==> src/rtl/mluart_pkg.sv <==
// -----------------------------------------------------------------------------
// mluart_pkg
// Shared definitions for the MLUART transmit path:
//   - parity mode encodings carried on parity_mode[1:0]
//   - transmitter state enum
//   - parity helpers (data is zero-extended to the widest legal character,
//     which leaves the XOR reduction unchanged for narrower characters)
// -----------------------------------------------------------------------------
package mluart_pkg;

    localparam logic [1:0] PARITY_NONE = 2'b00;
    localparam logic [1:0] PARITY_EVEN = 2'b01;
    localparam logic [1:0] PARITY_ODD  = 2'b10;

    localparam int MAX_DATA_BITS = 9;

    typedef enum logic [2:0] {
        ST_IDLE,
        ST_START,
        ST_DATA,
        ST_PARITY,
        ST_STOP
    } tx_state_t;

    // Parity bit for a character: XOR of the data bits for even parity,
    // its inverse for odd parity.
    function automatic logic parity_bit(input logic [MAX_DATA_BITS-1:0] data,
                                        input logic [1:0]               mode);
        return (mode == PARITY_ODD) ? ~(^data) : (^data);
    endfunction

    // Encoding 11 is treated the same as "none".
    function automatic logic parity_enabled(input logic [1:0] mode);
        return (mode == PARITY_EVEN) || (mode == PARITY_ODD);
    endfunction

endpackage

==> src/rtl/mluart_tx_fifo.sv <==
// -----------------------------------------------------------------------------
// mluart_tx_fifo
// Small synchronous FIFO feeding the transmitter.
// Ports:
//   clk        clock
//   srst       synchronous active-high reset, flushes the queue
//   push       write request; refused while full (even if a pop coincides)
//   push_data  word to write
//   pop        read request; ignored while empty
//   pop_data   head of queue (valid whenever empty is low)
//   full/empty status flags, derived from the registered level
//   level      number of stored words
// -----------------------------------------------------------------------------
module mluart_tx_fifo #(
    parameter  int WIDTH   = 8,
    parameter  int DEPTH   = 4,
    localparam int PTR_W   = $clog2(DEPTH),
    localparam int LEVEL_W = $clog2(DEPTH + 1)
) (
    input  logic               clk,
    input  logic               srst,
    input  logic               push,
    input  logic [WIDTH-1:0]   push_data,
    input  logic               pop,
    output logic [WIDTH-1:0]   pop_data,
    output logic               full,
    output logic               empty,
    output logic [LEVEL_W-1:0] level
);

    logic [WIDTH-1:0]   mem [DEPTH];
    logic [PTR_W-1:0]   wr_ptr_reg;
    logic [PTR_W-1:0]   rd_ptr_reg;
    logic [LEVEL_W-1:0] level_reg;
    logic [LEVEL_W-1:0] level_next;
    logic               push_ok;
    logic               pop_ok;

    assign full     = (level_reg == LEVEL_W'(DEPTH));
    assign empty    = (level_reg == '0);
    assign push_ok  = push && !full;
    assign pop_ok   = pop && !empty;
    // Head is read directly so the serializer can load it on the pop edge.
    assign pop_data = mem[rd_ptr_reg];
    assign level    = level_reg;

    always_comb begin
        level_next = level_reg;
        case ({push_ok, pop_ok})
            2'b10:   level_next = level_reg + 1'b1;
            2'b01:   level_next = level_reg - 1'b1;
            default: level_next = level_reg;
        endcase
    end

    // Pointers wrap naturally because DEPTH is a power of two.
    always_ff @(posedge clk) begin
        if (srst) begin
            wr_ptr_reg <= '0;
            rd_ptr_reg <= '0;
            level_reg  <= '0;
        end else begin
            if (push_ok) wr_ptr_reg <= wr_ptr_reg + 1'b1;
            if (pop_ok)  rd_ptr_reg <= rd_ptr_reg + 1'b1;
            level_reg <= level_next;
        end
    end

    always_ff @(posedge clk) begin
        if (push_ok) mem[wr_ptr_reg] <= push_data;
    end

endmodule

==> src/rtl/mluart_tx_cfg.sv <==
// -----------------------------------------------------------------------------
// mluart_tx_cfg
// Buffered UART transmitter with configurable character width, run-time
// parity (none/even/odd) and stop-bit count, and a configurable number of
// baud-enable pulses per bit.
// Ports:
//   CLK_100MHZ          system clock
//   reset               synchronous active-high reset (aborts any frame)
//   clk_en_baud_os      one-cycle enable at OVERSAMPLE x baud
//   data_in/data_valid  character push; accepted when data_valid && data_ready
//   data_ready          queue not full (low while reset is high)
//   parity_mode         00 none, 01 even, 10 odd, 11 none (latched per frame)
//   two_stop            0 one stop bit, 1 two stop bits (latched per frame)
//   UART_TX             registered serial output, idles high
//   tx_busy             a frame is on the line
//   send_data_complete  one-clock pulse at the end of each frame
//   fifo_level          number of queued characters
// -----------------------------------------------------------------------------
module mluart_tx_cfg #(
    parameter  int DATA_BITS  = 8,
    parameter  int OVERSAMPLE = 16,
    parameter  int FIFO_DEPTH = 4,
    localparam int LEVEL_W    = $clog2(FIFO_DEPTH + 1)
) (
    input  logic                 CLK_100MHZ,
    input  logic                 reset,
    input  logic                 clk_en_baud_os,
    input  logic [DATA_BITS-1:0] data_in,
    input  logic                 data_valid,
    output logic                 data_ready,
    input  logic [1:0]           parity_mode,
    input  logic                 two_stop,
    output logic                 UART_TX,
    output logic                 tx_busy,
    output logic                 send_data_complete,
    output logic [LEVEL_W-1:0]   fifo_level
);
    import mluart_pkg::*;

    localparam logic [5:0] OS_LAST  = 6'(OVERSAMPLE - 1);
    localparam logic [3:0] BIT_LAST = 4'(DATA_BITS - 1);

    tx_state_t            state_reg,    state_next;
    logic [5:0]           os_cnt_reg,   os_cnt_next;
    logic [3:0]           bit_cnt_reg,  bit_cnt_next;
    logic [DATA_BITS-1:0] shift_reg,    shift_next;
    logic                 par_bit_reg,  par_bit_next;
    logic                 par_en_reg,   par_en_next;
    logic                 two_stop_reg, two_stop_next;
    logic                 stop_cnt_reg, stop_cnt_next;
    logic                 tx_reg,       tx_next;
    logic                 done_reg,     done_next;

    logic                 start_frame;
    logic                 fifo_pop;
    logic                 fifo_full;
    logic                 fifo_empty;
    logic [DATA_BITS-1:0] fifo_data;

    mluart_tx_fifo #(
        .WIDTH (DATA_BITS),
        .DEPTH (FIFO_DEPTH)
    ) u_fifo (
        .clk       (CLK_100MHZ),
        .srst      (reset),
        .push      (data_valid),
        .push_data (data_in),
        .pop       (fifo_pop),
        .pop_data  (fifo_data),
        .full      (fifo_full),
        .empty     (fifo_empty),
        .level     (fifo_level)
    );

    // Gated by reset so producers see "not ready" while the queue is flushed.
    assign data_ready         = !fifo_full && !reset;
    assign UART_TX            = tx_reg;
    assign tx_busy            = (state_reg != ST_IDLE);
    assign send_data_complete = done_reg;

    always_comb begin
        state_next    = state_reg;
        os_cnt_next   = os_cnt_reg;
        bit_cnt_next  = bit_cnt_reg;
        shift_next    = shift_reg;
        par_bit_next  = par_bit_reg;
        par_en_next   = par_en_reg;
        two_stop_next = two_stop_reg;
        stop_cnt_next = stop_cnt_reg;
        tx_next       = tx_reg;
        done_next     = 1'b0;
        start_frame   = 1'b0;
        fifo_pop      = 1'b0;

        if (clk_en_baud_os) begin
            if (state_reg == ST_IDLE) begin
                start_frame = !fifo_empty;
            end else if (os_cnt_reg == OS_LAST) begin
                // End of the current bit period: the next level goes out now.
                os_cnt_next = '0;
                case (state_reg)
                    ST_START: begin
                        state_next   = ST_DATA;
                        bit_cnt_next = '0;
                        tx_next      = shift_reg[0];
                    end
                    ST_DATA: begin
                        if (bit_cnt_reg == BIT_LAST) begin
                            if (par_en_reg) begin
                                state_next = ST_PARITY;
                                tx_next    = par_bit_reg;
                            end else begin
                                state_next    = ST_STOP;
                                stop_cnt_next = 1'b0;
                                tx_next       = 1'b1;
                            end
                        end else begin
                            bit_cnt_next = bit_cnt_reg + 1'b1;
                            shift_next   = shift_reg >> 1;
                            tx_next      = shift_reg[1];
                        end
                    end
                    ST_PARITY: begin
                        state_next    = ST_STOP;
                        stop_cnt_next = 1'b0;
                        tx_next       = 1'b1;
                    end
                    ST_STOP: begin
                        if (two_stop_reg && !stop_cnt_reg) begin
                            stop_cnt_next = 1'b1;
                        end else begin
                            done_next = 1'b1;
                            if (!fifo_empty) begin
                                // Chain straight into the next start bit.
                                start_frame = 1'b1;
                            end else begin
                                state_next = ST_IDLE;
                                tx_next    = 1'b1;
                            end
                        end
                    end
                    default: begin
                        state_next = ST_IDLE;
                        tx_next    = 1'b1;
                    end
                endcase
            end else begin
                os_cnt_next = os_cnt_reg + 1'b1;
            end
        end

        // Load a new character and freeze the frame format for its duration.
        if (start_frame) begin
            fifo_pop      = 1'b1;
            shift_next    = fifo_data;
            par_en_next   = parity_enabled(parity_mode);
            par_bit_next  = parity_bit(MAX_DATA_BITS'(fifo_data), parity_mode);
            two_stop_next = two_stop;
            state_next    = ST_START;
            os_cnt_next   = '0;
            tx_next       = 1'b0;
        end
    end

    always_ff @(posedge CLK_100MHZ) begin
        if (reset) begin
            state_reg    <= ST_IDLE;
            os_cnt_reg   <= '0;
            bit_cnt_reg  <= '0;
            shift_reg    <= '0;
            par_bit_reg  <= 1'b0;
            par_en_reg   <= 1'b0;
            two_stop_reg <= 1'b0;
            stop_cnt_reg <= 1'b0;
            tx_reg       <= 1'b1;
            done_reg     <= 1'b0;
        end else begin
            state_reg    <= state_next;
            os_cnt_reg   <= os_cnt_next;
            bit_cnt_reg  <= bit_cnt_next;
            shift_reg    <= shift_next;
            par_bit_reg  <= par_bit_next;
            par_en_reg   <= par_en_next;
            two_stop_reg <= two_stop_next;
            stop_cnt_reg <= stop_cnt_next;
            tx_reg       <= tx_next;
            done_reg     <= done_next;
        end
    end

endmodule

==> config.mk <==
export PLATFORM = sky130hd
export DESIGN_NAME = mluart_tx_cfg
export DESIGN_NICKNAME = d
export VERILOG_FILES = /design/src/rtl/mluart_pkg.sv /design/src/rtl/mluart_tx_fifo.sv /design/src/rtl/mluart_tx_cfg.sv
export SDC_FILE = /design/constraint.sdc
export NUM_CORES = 1
export LEC_CHECK = 0
export ABC_AREA = 1
export ABC_CLOCK_PERIOD_IN_PS = 3400
export CORE_MARGIN = 5
export CORE_UTILIZATION = 59
export DETAILED_ROUTE_END_ITERATION = 16
export GPL_TIMING_DRIVEN = 0
export PLACE_DENSITY_LB_ADDON = 0.15
export SLEW_MARGIN = 20
export SYNTH_ARGS = -nofsm -noshare
export SYNTH_HDL_FRONTEND = slang
export SYNTH_SLANG_ARGS = --single-unit
export TNS_END_PERCENT = 20
==> constraint.sdc <==
create_clock -name CLK_100MHZ -period 3.4 [get_ports CLK_100MHZ]
set_clock_uncertainty 0.1 [all_clocks]
set_input_delay 0.68 -clock CLK_100MHZ [delete_from_list [all_inputs] [get_ports CLK_100MHZ]]
set_output_delay 0.68 -clock CLK_100MHZ [all_outputs]
set_load 0.005 [all_outputs]
=== Word level (Yosys, flattened, before mapping) ===
Memory sizes are Yosys's and may differ from the RTL's. A register that Yosys moved wholly into a read port is not among the register bits.
Index checks and enable logic that the tools add are counted.

* Bits in registers: 34
* Latch bits: 0
* Memory bits (writable): 32
* Memory bits (read-only): 0
* Input bits: 15
* Output and inout bits: 7
* Memories: 1

* $add $sub $neg: 6
* Multipliers: 0
* Divide/modulo/power cells: 0
* $lt $le $gt $ge: 0
* Equality and inequality tests: 22
* Shifts and indexed selects: 0
* Muxes and demuxes: 45
* Bitwise logic cells: 5
* Reductions and logical operators: 28

{| class="wikitable"
|+ Memory list
! name !! words !! width !! read ports !! clocked after memory_dff !! wr ports !! line !! RTL
|-
| u_fifo.mem || 4 || 8 || 1 || 1 || 1 || mluart_tx_fifo.sv:31 || <nowiki>logic [WIDTH-1:0] mem [DEPTH];</nowiki>
|}

{| class="wikitable"
|+ Operator list
! operator !! count
|-
| two-way mux 8 bit || 6
|-
| two-way mux 1 bit || 26
|-
| != test 2 bit (second input constant) || 8
|-
| AND reduction 5 bit || 3
|-
| two-way mux 3 bit || 4
|-
| case mux 3 bit (4 select lines) || 1
|-
| AND reduction 6 bit || 2
|-
| nonzero test 2 bit || 5
|-
| != test 3 bit (second input constant) || 3
|-
| parity 9 bit || 1
|-
| case mux 4 bit (2 select lines) || 1
|-
| AND reduction 7 bit || 1
|-
| adder 6 x 1 -> 6 bit (second input constant) || 1
|-
| equality test 3 x 2 -> 1 bit (second input constant) || 2
|-
| equality test 3 bit (second input constant) || 2
|-
| equality test 6 x 4 -> 1 bit (second input constant) || 1
|-
| zero test 3 bit || 2
|-
| two-way mux 6 bit || 1
|-
| case mux 1 bit (3 select lines) || 2
|-
| case mux 3 bit (2 select lines) || 1
|-
| nonzero test 3 bit || 2
|-
| NOT 1 bit || 5
|-
| OR reduction 5 bit || 1
|-
| adder 2 x 1 -> 2 bit (second input constant) || 2
|-
| 14 further kinds || 23
|}

=== Depth between registers and ports, before layout ===
Gate-level depths: netlist of the first run.

* Depth in word-level cells: 11
* Gate-level depth with buffers: 17

=== Cells and area by module ===
Synthesis of the first run repeated with hierarchy kept, for this count alone.

* Cells, all modules: 417
* Area total of the unflattened synthesis: 3378.2 sq um

{| class="wikitable"
|+ By module, submodules not included
! module !! times used !! cells each !! area an instance (sq um) !! sequential area each (sq um)
|-
| mluart_tx_fifo || 1 || 146 || 1691.6 || 1141.1
|-
| mluart_tx_cfg || 1 || 271 || 1686.6 || 540.5
|}

=== Worst setup path before layout of the first run ===
OpenSTA, ideal clock, no wires.

* Kind: register to register
* From: register os_cnt_reg[0]
* To: register u_fifo.level_reg[2] (netlist: u_fifo.level[2])
* Setup time: 0.122 ns
* Data arrival time: 2.238 ns
* Required time: 3.178 ns
* Setup slack: 0.940 ns
* Cell stages (with the launch flop): 15
* Path through: dfxtp_1 -> ha_1 -> nand3_2 -> nor3_4 -> nand3_1 -> nand2_1 -> nand2_4 -> inv_2 -> ha_1 -> inv_1 -> fa_1 -> a21oi_1 -> o21ai_0 -> o21ai_0 -> a21oi_1

* Word-level cells in the longest chain between the ends: 8
* Elaborated cells between the ends (all ways): 10
* Those cells by class: eq/ne: 3; mux: 5; reduce/logical: 2

{| class="wikitable"
|+ Ends and longest elaborated chain
! what !! line !! RTL
|-
| start, declared || mluart_tx_cfg.sv:44 || <nowiki>logic [5:0] os_cnt_reg, os_cnt_next;</nowiki>
|-
| start signal, assigned || mluart_tx_cfg.sv:179 || <nowiki>os_cnt_reg <= os_cnt_next;</nowiki>
|-
| equality test 6 x 4 -> 1 bit (*) || mluart_tx_cfg.sv:98 || <nowiki>end else if (os_cnt_reg == OS_LAST) begin</nowiki>
|-
| two-way mux 1 bit (*) || mluart_tx_cfg.sv:98 ||
|-
| two-way mux 1 bit (*) || mluart_tx_cfg.sv:96 || <nowiki>if (state_reg == ST_IDLE) begin</nowiki>
|-
| two-way mux 1 bit (*) || mluart_tx_cfg.sv:95 || <nowiki>if (clk_en_baud_os) begin</nowiki>
|-
| two-way mux 1 bit (*) || mluart_tx_cfg.sv:153 || <nowiki>if (start_frame) begin</nowiki>
|-
| logical AND 1 bit (*) || mluart_tx_fifo.sv:42 || <nowiki>assign pop_ok = pop && !empty;</nowiki>
|-
| net u_fifo.pop_ok || mluart_tx_fifo.sv:37 || <nowiki>logic pop_ok;</nowiki>
|-
| equality test 2 x 1 -> 1 bit / equality test 2 bit (equally long branches) || mluart_tx_fifo.sv:49 || <nowiki>case ({push_ok, pop_ok})</nowiki>
|-
| case mux 3 bit (2 select lines) / nonzero test 2 bit (equally long branches) || -- ||
|-
| end signal, assigned || mluart_tx_fifo.sv:65 || <nowiki>level_reg <= level_next;</nowiki>
|-
| end, declared || mluart_tx_fifo.sv:34 || <nowiki>logic [LEVEL_W-1:0] level_reg;</nowiki>
|}

The timed path passes the listed nets; every way through them passes the cells marked *.
A chain may end at the register's enable or synchronous reset.

=== Worst setup path in the final report of the first run ===
* From: input clk_en_baud_os
* To: register u_fifo.level_reg[2] (netlist: u_fifo.level[2])

* Word-level cells in the longest chain between the ends: 5
* Elaborated cells between the ends (all ways): 7
* Those cells by class: eq/ne: 2; mux: 3; reduce/logical: 2

{| class="wikitable"
|+ Ends and longest elaborated chain
! what !! line !! RTL
|-
| start, declared || mluart_tx_cfg.sv:27 || <nowiki>input logic clk_en_baud_os,</nowiki>
|-
| two-way mux 1 bit (*) || mluart_tx_cfg.sv:95 ||
|-
| two-way mux 1 bit (*) || mluart_tx_cfg.sv:153 ||
|-
| logical AND 1 bit (*) || mluart_tx_fifo.sv:42 ||
|-
| net u_fifo.pop_ok || mluart_tx_fifo.sv:37 ||
|-
| equality test 2 x 1 -> 1 bit / equality test 2 bit (equally long branches) || mluart_tx_fifo.sv:49 ||
|-
| case mux 3 bit (2 select lines) / nonzero test 2 bit (equally long branches) || -- ||
|}

Marked as above.

==> flow_summary.yaml, run 1 <==
global_routing:
  maximum_number_of_pins_on_one_net_before_global_route_repair: 14
  grt-ovfl-total: 0
  grt_pass1_vias: 2433
  grt_first_pass_wirelength_um: 10930
  grt_antenna_before_repair: 0
  total_routing_usage_gr_pct: 19.02
worst_setup_path:
  critical_path.max_stage_delay_ns: 0.59
  critical_path_arrival_ns: 3.18
  setup.worst_path.end_class: "register"
  required_ns: 3.53
  critPathLaunchType: "input pin"
  path_max_fanout: 9
  slowest_stage: "clkdlybuf4s50_1"
  worstPathCellList: "clkdlybuf4s50_1, inv_1, a31oi_1, nand2_4, inv_2, ha_1, inv_1, fa_1, a21oi_1, o21ai_0, o21ai_0, a21oi_1"
  path_class: "input pin to register"
timing:
  maxSlewHeadroom_pct: 44.54
  finalSetupTns_ns: 0
  fmax_mhz: 328.1
  finalWorstPathRequiredPeriod_ns: 3.048
  period_share_pct: 89.63
  transition_time_at_the_pin_with_the_least_slew_margin_ns: 0.8288
  final_report_max_slew_violation_count: 0
  final-setup-viol-count: 0
  rsz0062_at_grt: "no"
  timing.final.hold_violations: 0
flow_run:
  max_cap_viol_count: 0
routing:
  routedLengthMet1_um: 3199
  drt_drc_violations_left: 0
  routed.top_layer: "met4"
  drt_pre_antenna_iters: 5
  finalWirelength_um: 6488
  initialDrtViolationCount: 183
  route.antenna.remaining_nets: 0
  routed-wl-met3_um: 273
  average_wire_per_standard_cell_um: 12.65
  routed_via_density: 5.244
  met2RoutedLength_um: 2856
  num_vias: 2690
pwr:
  sequential_share_of_power_pct: 40.3
  static-leakage-power_nw: 1.578
  intPower_mw: 1.603
  switching_share_pct: 36.33
  clockPowerShare_pct: 26.6
  power.ir.vdd_worst_mv: 0.4292
  netSwitchingPower_mw: 0.9143
  power-per-cell-area_mw_per_mm2: 656.9
  power.combinational.fraction_pct: 33.1
floorplan:
  placement_rows: 27
  dieHeight_um: 85.15
  core_area_mm2: 0.005507
  die_w_um: 85.15
  floorplan.io_pins: 22
  initial_utilization_pct: 60.51
  floorplan_die_area_mm2: 0.007251
cts:
  clock_latency_ns: 0.35
  cts_made_buffers: 9
  clock_tree.buffer_depth: 2
  cts_repair_resize_count: 0
  clk_pin_slew_worst_paths_ns: 0.08
  cts_hold_buffers: 0
  cts_tree: "done"
  clk_root_buffer_cell: "clkbuf_8"
  cts_sinks: 68
  postCtsSetupBuffers: 0
  number_of_h_tree_levels: 3
cells_and_area:
  proportion_of_layout_cells_with_a_drive_suffix_above_1_pct: 9.977
  design.final.nets: 460
  final_cell_count_no_fill: 513
  signed_area_change_from_the_synthesized_netlist_to_the_final_layout_pct: 14.98
  fillerInstances: 440
  layout_common_cells: "nand2_1 (122), inv_1 (41), dfxtp_1 (36), nor2_1 (33), edfxtp_1 (32)"
  largest_reg_flops: 32
  layout.cells.most_common: "nand2_1"
  antenna_cells_inserted: 0
yosys:
  synthesis.nets: 428
  netlist-cell-type-count: 36
  synth.yosys.seq_area_share_pct: 50.47
  netlist_top_cells_area: "edfxtp_1 (29%), dfxtp_1 (22%), nand2_1 (14%), inv_1 (4.6%), nand3_1 (3.9%)"
  syn-mean-instance-area_um2: 8.247
  post_synth_inst_count: 404
  synth.yosys.warnings: 0
  synthDominantAreaCellType: "edfxtp_1"
  synth_seq_cells: 68
  syn_area_mm2: 0.003332
  synthDominantCellAreaShare_pct: 28.84
hold_path:
  holdCritPathClass: "register to register"
placement:
  place.port_buffers: 21
  place.detailed.instances: 497
  gp_routability_congestion: 0.8165
  hpwlAfterDp_um: 4720
run_status:
  status: "completed"
==> routing by layer <==
layer  GRT usage (%)  vias to the layer above
met5               0                        -
met4           9.209                        0
met3           3.981                       15
met2           28.53                       52
met1           26.21                     1225
li1                -                     1398
==> path summary, 6_finish.rpt <==
| check | from | to | slack [ns] | depth (start not counted) |
|---|---|---|---|---|
| max | clk_en_baud_os | u_fifo.level[2] | 0.35 | 12 |
| min | two_stop_reg | two_stop_reg | 0.37 | 2 |
| min reg2reg | two_stop_reg | two_stop_reg | 0.37 | 2 |
| max reg2reg | os_cnt_reg[0] | u_fifo.level[2] | 0.55 | 14 |
==> critical path, delay by kind of cell <==
kind | cells | cell delay [ns]
buf+inv | 4 | 1.00
compound gates | 5 | 0.79
fa+ha+maj | 2 | 0.56
simple gates | 1 | 0.14
==> power groups by stage <==
stage	sequential (mW)	clock (mW)	combinational [mW]
finish	1.01	0.671	0.832
global route	1.02	0.713	0.953
CTS	1.01	0.676	0.834
detailed placement	1.03	0	0.830
global placement	1.03	0	0.801
floorplan	1.02	0	0.613
==> cell type report <==
class                   instances  area [um2]  share of cell area, %
inverters                      47       178.9                  4.670
plain buffers                   8       62.56                  1.633
multi-input cells             281        1409                  36.77
clock inverters                 7       75.07                  1.960
flip-flops and latches         68        1682                  43.89
well taps                      72       90.09                  2.351
clock buffers                   9       123.9                  3.233
repair buffers                 21       210.2                  5.487
==> through the flow <==
step	worst slack (ns)	instance area, um2	total power, mW	utilization [%]	hold slack [ns]
final	0.3525	3831	2.517	69.58	0.3670
after global routing	0.08042	3831	2.690	69.58	0.3887
after CTS	0.3812	3831	2.524	69.58	0.3715
after detailed placement	0.01518	3632	1.862	65.96	0.3604
after global placement	0.1383	3632	1.830	65.96	0.3471
after floorplan	0.9403	3332	1.634	-	0.3301
==> cells in the mapped netlist (all sizes together) <==
cell      n
a311oi    1
o31ai     1
nor3b     2
edfxtp   32
ha        8
a31oi     3
inv      47
a211oi    2
clkbuf    1
xor2      1
o21ai    30
nand2   125
nor4      1
nor2     36
nand3    30
xnor2     1
dfxtp    36
a21oi    25
o21bai    1
nand4     3
buf       7
o22ai     1
nor3      9
fa        1
==> cell families (layout without fill, tap and decap cells) <==
logic type	count (synthesis)	in the layout	share of synthesized area, %
AND/OR/NAND/NOR	206	206	27.49
flip-flops	68	68	50.47
AO/OA/AOI/OAI	64	64	10.67
buffers and inverters	55	92	7.247
adder cells (fa/ha/maj)	9	9	3.605
XOR/XNOR	2	2	0.5258
Power figures use the tool's default switching activity.
==> inputs of run 2 (changes only) <==
- HOLD_SLACK_MARGIN: not set -> 0.1
==> results of run 2 <==
The final DEF is identical to that of run 1; final timing and power are the same.
==> inputs of run 3 (changes only) <==
- ABC_AREA: 1 -> not set
- CORE_UTILIZATION: 59 -> 58
- CTS_CLUSTER_DIAMETER: not set -> 150
==> flow_summary.yaml, run 3 <==
run_status:
  status: "completed"
cells_and_area:
  postLayoutCellArea_mm2: 0.003676
  layout.cells.most_common: "dfxtp_1"
  antenna_cells_inserted: 0
  area.sequential_mm2: 0.001682
  fillerInstances: 375
  largest_reg_flops: 32
  proportion_of_layout_cells_with_a_drive_suffix_above_1_pct: 11.54
  layout_common_cells: "dfxtp_1 (36), edfxtp_1 (32), nand2_1 (26), a21oi_1 (23), clkdlybuf4s50_1 (21)"
  signed_area_change_from_the_synthesized_netlist_to_the_final_layout_pct: 17.38
  design.final.nets: 331
  multiInputGateArea_mm2: 0.001320
yosys:
  synthSimpleGateAreaFrac_pct: 15.22
  synthArstFlopShare_pct: 0
  yosys.area_share.adder_pct: 3.835
  synth_seq_cells: 68
  multiplexer_share_of_the_synthesized_area_pct: 7.431
  netlist-cell-type-count: 51
  postSynth.topFlopCell: "dfxtp_1"
  synth_edf_count: 32
  synthDominantAreaCellType: "edfxtp_1"
  synthDominantCellAreaShare_pct: 30.68
  syn-mean-instance-area_um2: 11.51
  synth.yosys.warnings: 0
  yosys.area_share.xor_xnor_pct: 4.035
  post-synth-top-count-cell: "dfxtp_1"
  synth-compound-area-share_pct: 11.11
  synth.yosys.seq_area_share_pct: 53.70
  ys_top_cells_by_count: "dfxtp_1 (36), edfxtp_1 (32), nand2_1 (26)"
  dominant_combinational_cell_family_by_area_after_synthesis: "simple AND/OR/NAND/NOR gates"
  syn_area_mm2: 0.003132
  netlist_top_cells_area: "edfxtp_1 (31%), dfxtp_1 (23%), mux4_1 (5.0%), a21oi_1 (3.7%), ha_1 (3.2%)"
  synthesis.nets: 296
  post_synth_inst_count: 272
timing:
  transition_time_at_the_pin_with_the_least_slew_margin_ns: 0.5680
  period_share_pct: 95.70
  fmax_mhz: 307.3
  maxSlewHeadroom_pct: 62.13
  finalSetupTns_ns: 0
  final-setup-viol-count: 0
  timing.final.hold_violations: 0
  final_report_max_slew_violation_count: 0
  finalWorstPathRequiredPeriod_ns: 3.254
cts:
  cts_sinks: 68
  cts_tree: "done"
  cts_made_buffers: 9
  clock_tree.buffer_depth: 2
  clk_root_buffer_cell: "clkbuf_8"
  clk_pin_slew_worst_paths_ns: 0.08
  clock_latency_ns: 0.34
  number_of_h_tree_levels: 3
pwr:
  power-per-cell-area_mw_per_mm2: 729.4
  power.ir.vdd_worst_mv: 0.4122
  static-leakage-power_nw: 1.263
floorplan:
  dieHeight_um: 83.48
  core_area_mm2: 0.005172
  floorplan_die_area_mm2: 0.006969
  initial_utilization_pct: 60.55
  die_w_um: 83.48
  floorplan.io_pins: 22
  placement_rows: 26
worst_setup_path:
  critical_path_arrival_ns: 3.42
  path_max_fanout: 10
  crit_start: "state_reg[0]"
  critPathLaunchType: "register"
  crit-reg2reg-launch: "state_reg[0]"
  path_class: "register to register"
  setup.worst_path.end_class: "register"
  required_ns: 3.57
global_routing:
  total_routing_usage_gr_pct: 18.43
  grt_pass1_vias: 2107
  grt_first_pass_wirelength_um: 10140
  grt-ovfl-total: 0
  grt_antenna_before_repair: 0
  maximum_number_of_pins_on_one_net_before_global_route_repair: 15
routing:
  drt_pre_antenna_iters: 4
  drt_drc_violations_left: 0
  routed_via_density: 5.668
  initialDrtViolationCount: 108
  num_vias: 2165
  finalWirelength_um: 6036
  route.antenna.remaining_nets: 0
  average_wire_per_standard_cell_um: 15.80
placement:
  dpl-instance-area_mm2: 0.003430
  gp_routability_congestion: 0.8352
  hpwlAfterDp_um: 4239
  place.port_buffers: 21
hold_path:
  min-delay-start: "two_stop_reg"
  holdCritPathClass: "register to register"
flow_run:
  max_cap_viol_count: 0
[run 3: changes by cell type after synthesis, sizes merged, moves of 8 or more]
| cell | previous run | this run |
|---|---|---|
| inv | 47 | 14 |
| nand3 | 30 | 7 |
| clkbuf | 1 | 9 |
| mux4 | 0 | 8 |
| nand2 | 125 | 26 |
| nor2 | 36 | 14 |
| o21ai | 30 | 7 |
[run 3: kinds of logic after synthesis]
group | count (synthesis)
XOR/XNOR | 12
AND/OR/NAND/NOR | 91
AO/OA/AOI/OAI | 53
adder cells (fa/ha/maj) | 9
flip-flops | 68
buffers and inverters | 28
multiplexers | 11
[run 3: what timing repair did]
| action | 4_1_cts | 5_1_grt |
|---|---|---|
| hold buffers | 0 | 0 |
| endpoints found under the setup margin | 1 | 1 |
| gates resized for setup | 1 | 2 |
| buffers inserted | 0 | 3 |
| pin swaps | 0 | 1 |
[run 3: worst paths after layout]
kind / to / slack (ns) / cells after the start
worst max-delay path: u_fifo.level[2] / 0.15 / 12
worst min register to register: two_stop_reg / 0.38 / 2
worst max register to register: u_fifo.level[2] / 0.15 / 12
worst min-delay path: two_stop_reg / 0.38 / 2
[run 3: power by group]
| group | internal [mW] | total, mW | switching, mW |
|---|---|---|---|
| clock | 0.349 | 0.680 | 0.332 |
| sequential | 0.989 | 1.06 | 0.0736 |
| combinational | 0.460 | 0.938 | 0.478 |
| total | 1.80 | 2.68 | 0.883 |
[run 3: layer usage]
layer | share of wire [%] | up-vias | GRT usage [%]
met5 | 0 | - | 0
met4 | 1.2 | 0 | 7.456
met3 | 6.2 | 9 | 5.232
met2 | 49 | 69 | 29.52
met1 | 44 | 1016 | 23.58
li1 | - | 1071 | -
[run 3: critical path, stage by stage, from the launching register on]
cell	delay, ns
dfxtp_1	0.30
clkbuf_1	0.20
or3b_1	0.48
o41ai_4	0.28
nand3_2	0.20
inv_1	0.15
clkbuf_4	0.24
ha_1	0.20
inv_1	0.06
fa_1	0.37
xor2_1	0.16
or3_1	0.30
a21oi_1	0.14
[run 3: area by class of cell]
type                       count  share of cell area, %
inverter                      14                  1.430
buffer                        14                  2.621
clock inverter                 7                  2.212
timing repair buffer          24                  6.331
tap                           70                  2.383
multi-input combinational    176                  35.91
clock buffer                   9                  3.370
sequential                    68                  45.75
[run 3: metrics by stage]
step                std cells  util, %  hold slack [ns]  worst slack [ns]  power (mW)
finish                    382    71.07           0.3753            0.1461       2.681
global route              382    71.07           0.4062          -0.02008       2.861
global placement          363    66.30           0.3608           0.01883       1.945
CTS                       379    70.37           0.3750           0.06441       2.664
detailed placement        363    66.30           0.3648         -0.008174       1.973
floorplan                 272        -           0.3452            0.4471       1.731
